$ cat config.mk
export PLATFORM = sky130hd
export DESIGN_NAME = pc_fetch_unit
export DESIGN_NICKNAME = d
export VERILOG_FILES = /design/src/rtl/mrisc_pkg.sv /design/src/rtl/adder_one.sv /design/src/rtl/pc_fetch_unit.sv
export SDC_FILE = /design/constraint.sdc
export NUM_CORES = 1
export LEC_CHECK = 0
export ABC_AREA = 1
export ABC_CLOCK_PERIOD_IN_PS = 8000
export CAP_MARGIN = 20
export CORE_UTILIZATION = 30
export CTS_CLUSTER_DIAMETER = 50
export DETAILED_ROUTE_END_ITERATION = 7
export HOLD_SLACK_MARGIN = 0.03
export PLACE_DENSITY = 0.61
export SETUP_SLACK_MARGIN = 0.15
export SYNTH_ARGS = -nofsm -noshare
export SYNTH_HDL_FRONTEND = slang
export SYNTH_HIERARCHICAL = 1
export SYNTH_SLANG_ARGS = --single-unit
$ cat constraint.sdc
create_clock -name clk -period 8 [get_ports clk]
set_clock_uncertainty 0.2 [all_clocks]
set_input_delay 0.8 -clock clk [delete_from_list [all_inputs] [get_ports clk]]
set_output_delay 0.8 -clock clk [all_outputs]
set_load 0.005 [all_outputs]
$ cat src/rtl/mrisc_pkg.sv
// Shared MiniRISC core definitions: datapath width, fetch sequencer states and the NOP word.
package mrisc_pkg;

    localparam int XLEN = 32;

    typedef enum logic [1:0] {
        S_BOOT  = 2'd0,
        S_FETCH = 2'd1,
        S_HAND  = 2'd2
    } fetch_state_t;

    // addi x0, x0, 0
    localparam logic [XLEN-1:0] NOP_WORD = 32'h0000_0013;

endpackage

$ cat src/rtl/adder_one.sv
// Constant +1 incrementer (modulo 2^XLEN) built as a half-adder ripple chain.
module adder_one
    import mrisc_pkg::*;
(
    input  logic [XLEN-1:0] incnt,
    output logic [XLEN-1:0] sum
);

    logic [XLEN-1:0] carry;

    assign carry[0] = 1'b1;

    generate
        for (genvar gi = 0; gi < XLEN; gi++) begin : g_bit
            assign sum[gi] = incnt[gi] ^ carry[gi];
            // The carry out of the top bit is dropped, giving the modulo wrap.
            if (gi < XLEN - 1) begin : g_carry
                assign carry[gi+1] = incnt[gi] & carry[gi];
            end
        end
    endgenerate

endmodule

$ cat src/rtl/pc_fetch_unit.sv
// Program counter and instruction-fetch sequencer: fetches one word per request and
// holds it for decode until accepted; execute can redirect the PC at any time.
module pc_fetch_unit
    import mrisc_pkg::*;
#(
    parameter logic [XLEN-1:0] RESET_PC = 32'h0000_0000
) (
    input  logic            clk,
    input  logic            rst,
    input  logic            redirect_valid,
    input  logic [XLEN-1:0] redirect_pc,
    output logic            imem_req,
    output logic [XLEN-1:0] imem_addr,
    input  logic            imem_ready,
    input  logic [XLEN-1:0] imem_rdata,
    output logic            instr_valid,
    input  logic            instr_ready,
    output logic [XLEN-1:0] instr_out,
    output logic [XLEN-1:0] instr_pc,
    output logic [XLEN-1:0] pc_plus1
);

    fetch_state_t    state_reg, state_next;
    logic [XLEN-1:0] pc_reg, pc_next;
    logic [XLEN-1:0] pc_inc;
    logic [XLEN-1:0] instr_reg, instr_next;
    logic [XLEN-1:0] instr_pc_reg, instr_pc_next;
    logic [XLEN-1:0] pc_plus1_reg, pc_plus1_next;

    adder_one u_adder_one (
        .incnt (pc_reg),
        .sum   (pc_inc)
    );

    always_comb begin
        state_next    = state_reg;
        pc_next       = pc_reg;
        instr_next    = instr_reg;
        instr_pc_next = instr_pc_reg;
        pc_plus1_next = pc_plus1_reg;
        // Handshake outputs decode the state register only, so no input reaches them.
        imem_req      = (state_reg == S_FETCH);
        instr_valid   = (state_reg == S_HAND);

        if (redirect_valid) begin
            // Any data returning this cycle belongs to the abandoned path.
            state_next = S_FETCH;
            pc_next    = redirect_pc;
        end else begin
            case (state_reg)
                S_BOOT: begin
                    state_next = S_FETCH;
                end
                S_FETCH: begin
                    if (imem_ready) begin
                        instr_next    = imem_rdata;
                        instr_pc_next = pc_reg;
                        pc_plus1_next = pc_inc;
                        pc_next       = pc_inc;
                        state_next    = S_HAND;
                    end
                end
                S_HAND: begin
                    if (instr_ready) begin
                        state_next = S_FETCH;
                    end
                end
                default: begin
                    state_next = S_BOOT;
                end
            endcase
        end
    end

    always_ff @(posedge clk) begin
        if (rst) begin
            state_reg    <= S_BOOT;
            pc_reg       <= RESET_PC;
            instr_reg    <= '0;
            instr_pc_reg <= '0;
            pc_plus1_reg <= '0;
        end else begin
            state_reg    <= state_next;
            pc_reg       <= pc_next;
            instr_reg    <= instr_next;
            instr_pc_reg <= instr_pc_next;
            pc_plus1_reg <= pc_plus1_next;
        end
    end

    assign imem_addr = pc_reg;
    assign instr_out = instr_reg;
    assign instr_pc  = instr_pc_reg;
    assign pc_plus1  = pc_plus1_reg;

endmodule

# Yosys cells after proc, flatten, opt, wreduce, memory -nomap -nowiden
# Cells that the tools add are included.
[word_totals]
regBits = 130
input_bits = 69
out_inout_bits = 130
wordCells = 90
[op_classes]
n_eq_ne = 6
mux = 7
bitwise = 63
reduce_logical = 8
[ops]
columns = ["operator", "count"]
rows = [
  ["32-bit two-way mux", 3],
  ["1-bit XOR", 31],
  ["1-bit AND", 30],
  ["3-bit by 2-bit inequality test with 1-bit output, second input constant", 2],
  ["2-bit one-hot mux with 3 select lines", 1],
  ["2-bit AND reduction", 3],
  ["2-bit two-way mux", 2],
  ["2-bit by 1-bit inequality test with 1-bit output, second input constant", 2],
  ["2-bit nonzero test", 2],
  ["3-bit AND reduction", 1],
  ["2-bit by 1-bit == test with 1-bit output, second input constant", 1],
  ["2-bit == test, second input constant", 1],
  ["2-bit logical NOT", 1],
  ["1-bit inverter", 2],
  ["2-bit OR reduction", 1],
  ["1-bit two-way mux", 1],
]

# Logic depth before layout (Yosys ltp)
[depth]
word_depth = 34
ltp_mapped = 37
mapped_depth_nobuf = 37

# By module
# Netlist, hierarchy kept.
[by_module_without_submodules]
columns = ["mod", "n_inst", "cells_per_inst", "area_per_inst_um2", "seq_area_each_um2"]
rows = [
  ["pc_fetch_unit", 1, 851, 5522.8, 2602.5],
  ["adder_one", 1, 36, 397.9, 0.0],
]

# Least setup slack after synthesis
# Ideal clock, no wire load.
[synth_path]
kind = "reg2reg"
start = "reg pc_reg[0], in the netlist imem_addr[0]"
end = "reg pc_reg[31], in the netlist imem_addr[31]"
setup_ns = 0.070
arrival_ns = 5.964
required_time_ns = 7.730
path_slack_ns = 1.765
path_stages_with_launch = 38
path_buffers = 0
period_less_slack_ns = 6.235
path_cell_list = "dfxtp_1 ha_1 ha_1 ha_1 ha_1 ha_1 ha_1 ha_1 ha_1 ha_1 ha_1 ha_1 ha_1 ha_1 ha_1 ha_1 ha_1 ha_1 [2 not listed] ha_1 ha_1 ha_1 ha_1 ha_1 ha_1 ha_1 ha_1 ha_1 ha_1 ha_1 inv_1 nand2_1 nand2_1 inv_1 o21ai_0 nand2_1 a21oi_1"
[synth_between]
elab_chain_cells = 34
[synth_lines]
columns = ["element", "line_no", "source"]
rows = [
  ["start, declared", "pc_fetch_unit.sv:24", "logic [XLEN-1:0] pc_reg, pc_next;"],
  ["start signal, assigned", "pc_fetch_unit.sv:84", "pc_reg <= pc_next;"],
  ["1-bit AND (30 in a row)", "adder_one.sv:18", "assign carry[gi+1] = incnt[gi] & carry[gi];"],
  ["1-bit XOR", "adder_one.sv:15", "assign sum[gi] = incnt[gi] ^ carry[gi];"],
  ["named net pc_inc[31]", "pc_fetch_unit.sv:25", "logic [XLEN-1:0] pc_inc;"],
  ["32-bit two-way mux", "pc_fetch_unit.sv:55", "if (imem_ready) begin"],
  ["32-bit two-way mux", "pc_fetch_unit.sv:50", "case (state_reg)"],
  ["32-bit two-way mux", "pc_fetch_unit.sv:45", "if (redirect_valid) begin"],
]
# The timed path passes the listed nets, and every way through them passes these cells. The select of a mux whose other input is x is not followed.
# A chain may end at the register's enable or synchronous reset.

# Worst setup path in the final report
# Same ends and word-level chain as after synthesis.

==> results by group <==
Outcome
  • Outcome: completed

Pwr
  • Internal power: 1.420 mW
  • Clock network fraction of total power: just under 50%
  • Net switching power: 0.4238 mW
  • Share of total power in combinational logic: 12.9%
  • Net Sw Frac: 22.98%
  • Static leakage: 3.804 nW
  • Ratio of total power to cell area: 211.2 nW/um2
  • Worst VDD drop: 141.8 uV
  • Part of the total power dissipated in sequential elements: 38.2%
  • Overall power of the completed layout: about 1.8 mW

Clock tree
  • Count of cells resized by post-cts repair: 0
  • Maximum count of clock buffers along a single path: 2
  • Post-CTS setup-driven buffer insertion count: 0
  • Sink count of the clock tree: 130
  • Clock buffer count from CTS: 17
  • Clock root buffer master: sky130_fd_sc_hd__clkbuf_16
  • Clock transition at the registers of the reported paths: 50 ps
  • Clock tree from TritonCTS: yes
  • Number of H-tree levels: 4
  • CTS Hold Buffers Added: 0
  • Clock network latency to the later pin of the worst-skew pair: 420 ps

Route
  • Routed length per placed instance: 12.74 um
  • DRC marker count from the first detailed-route iteration: 270
  • Count of TritonRoute iterations in the first routing pass: 5
  • Average via count per standard cell: 4.207
  • Post-detailed-routing wire length: 17,010 um
  • Via total after detailed routing: roughly 5,600
  • Routed Antenna Nets: 0
  • Remaining DRCs: 0

Yosys
  • Sequential cell area fraction in the yosys report: 43.96%
  • Syn_nets: 986
  • Syn Inst Count: 887
  • Distinct cells, synth: 16
  • Per-instance average area after synthesis: 6.675 um2
  • Number of warnings printed during yosys synthesis: 6
  • Total standard cell area after synthesis: 5921 um2
  • Flop and latch count out of synthesis: 130

STA
  • Slew Limit Headroom: 39.73%
  • Part of the cycle the worst path needs: 83.47%
  • Final hold slack: 262.7 ps
  • Final number of setup-violating endpoints: 0
  • Fmax: 149.8 MHz
  • Setup tns final: 0 ps
  • Fin. Hold Viols: 0
  • Slew at the pin closest to its max-slew limit: 902.7 ps
  • Total count of max-transition violations in the final report: 0
  • Min cycle time layout: 6677 ps
  • Unrepaired setup endpoints after global routing: no

Finish
  • Post-route cell area: 8732 um2
  • Total Nets Final: 1,157
  • Fraction of final layout cells with drive strength greater than 1: around 3.9%
  • Relative area change from synthesis to final layout: 47.49%
  • Post-layout util: 45.01%
  • Antenna cell count: 0

Global routing
  • Total congestion overflow after global routing: 0
  • Number of antenna violations at the first check in global routing: 0
  • Via count of the first global-routing pass: 5,008
  • Global-route usage over all layers: 16.87%
  • Maximum number of pins on one net before global-route repair: 139
  • Wire length of the first global-routing pass: 26,370 um

Setup path
  • FF-to-FF path depth: 37
  • Endpoint arrival time on the critical path: 6830 ps
  • Beginning of the critical path: imem_addr[0]
  • Startpoint of the lowest-slack register-to-register path: imem_addr[0]
  • Critical Path RT: 8150 ps
  • Crit path max-delay cell type: sky130_fd_sc_hd__dfxtp_1
  • Most prevalent standard cell on the critical path: sky130_fd_sc_hd__ha_1
  • Kind of capture point of the worst setup path: flop
  • Startpoint type of the worst setup path: flop
  • Largest fanout on the critical path: 5
  • Maximum cell stage delay along the critical path: roughly 350 ps
  • Path type of the worst setup path: flop to flop

Die
  • Starting utilization of the core area: approximately 30%
  • Core region area: between 15,000 and 20,000 um2
  • Die area: 20,300 um2
  • Number of top-level pins: 199
  • Die X-Extent: 142.5 um
  • Floorplan row count: 51
  • Die Y: 142.5 um

Placement
  • Final GP Congestion: 0.8036
  • Buffers added on ports: 198
  • Post-placement cell area: 8048 um2
  • DP Wirelength: 11,750 um

Job
  • MaxCap Viol Count: 0

Worst hold path
  • Hold path startpoint: pc_plus1[3]
  • Min-Delay Path Depth: 2
  • Type of the most critical hold path: flop to flop
## logic make-up after synthesis
kind of cell	after synthesis	synth area share, %
and+or+nand+nor	493	32.59
buffers and inverters	167	11.45
DFF	130	43.96
AOI/OAI and AO/OA	67	5.664
adders and majority gates	30	6.340
## cells in the final DEF (no fill, tap or decap), types with 6 or more instances in the layout
| cell | n |
|---|---|
| sky130_fd_sc_hd__nor2_1 | 160 |
| sky130_fd_sc_hd__ha_1 | 30 |
| sky130_fd_sc_hd__o21ai_0 | 25 |
| sky130_fd_sc_hd__inv_1 | 113 |
| sky130_fd_sc_hd__nand4_1 | 10 |
| sky130_fd_sc_hd__dfxtp_1 | 130 |
| sky130_fd_sc_hd__bufinv_16 | 6 |
| sky130_fd_sc_hd__clkbuf_16 | 17 |
| sky130_fd_sc_hd__clkdlybuf4s50_1 | 196 |
| sky130_fd_sc_hd__a21oi_1 | 42 |
| sky130_fd_sc_hd__nand3_1 | 32 |
| sky130_fd_sc_hd__nand2_1 | 289 |
## cell type report
type / instances / area, um2
Clock buffer: 22 / 484.2
Clock inverter: 9 / 200.2
Fill cell: 2059 / 10670
Inverter: 115 / 431.7
Multi-Input combinational cell: 590 / 2640
Sequential cell: 130 / 2603
Tap cell: 265 / 331.6
Timing Repair Buffer: 204 / 2042
## final timing paths
path                   end  slack, ps
max          imem_addr[31]       1320
min            pc_plus1[3]        260
max reg2reg  imem_addr[31]       1320
min reg2reg    pc_plus1[3]        260
## Yosys cell counts, drive strengths merged
library cell	n	share of area [%]
nor2	161	10
o21ai	25	2.1
ha	30	6.3
nand4	10	1.1
a21oi	42	3.6
clkbuf	20	1.3
inv	115	7.3
buf	32	2.9
nand3	33	2.9
dfxtp	130	44
nand2	289	18
## power by group through the flow
| stage | logic [mW] | registers, mW | clock network, mW |
|---|---|---|---|
| after CTS | 0.240 | 0.705 | 0.924 |
| after global routing | 0.265 | 0.709 | 0.951 |
| final | 0.237 | 0.705 | 0.902 |
| after global placement | 0.239 | 0.718 | 0 |
| after floorplan | 0.111 | 0.718 | 0 |
| after detailed placement | 0.239 | 0.719 | 0 |
## critical path: cells and delay by family (launching register included)
family / cells / cell delay [ps]
buffers and inverters: 2 / 100
AO/OA/AOI/OAI: 2 / 260
adder cells (fa/ha/maj): 30 / 5530
flip-flops: 1 / 350
AND/OR/NAND/NOR: 3 / 170
## stage by stage
stage	setup slack [ps]	instances
finish	1323	1335
global route	996.7	1335
CTS	1310	1335
detailed placement	1360	1304
global placement	1434	1303
floorplan	1765	887
## per-layer routing
metal  vias up  global-route usage [%]  share of wire (%)
met2       151                   27.63                 47
met3        18                   4.139                5.2
met5         -                       0                  0
met4         0                   6.961                1.9
li1       3014                       -                  -
met1      2433                   21.10                 46
(Power assumes the default switching activity.)
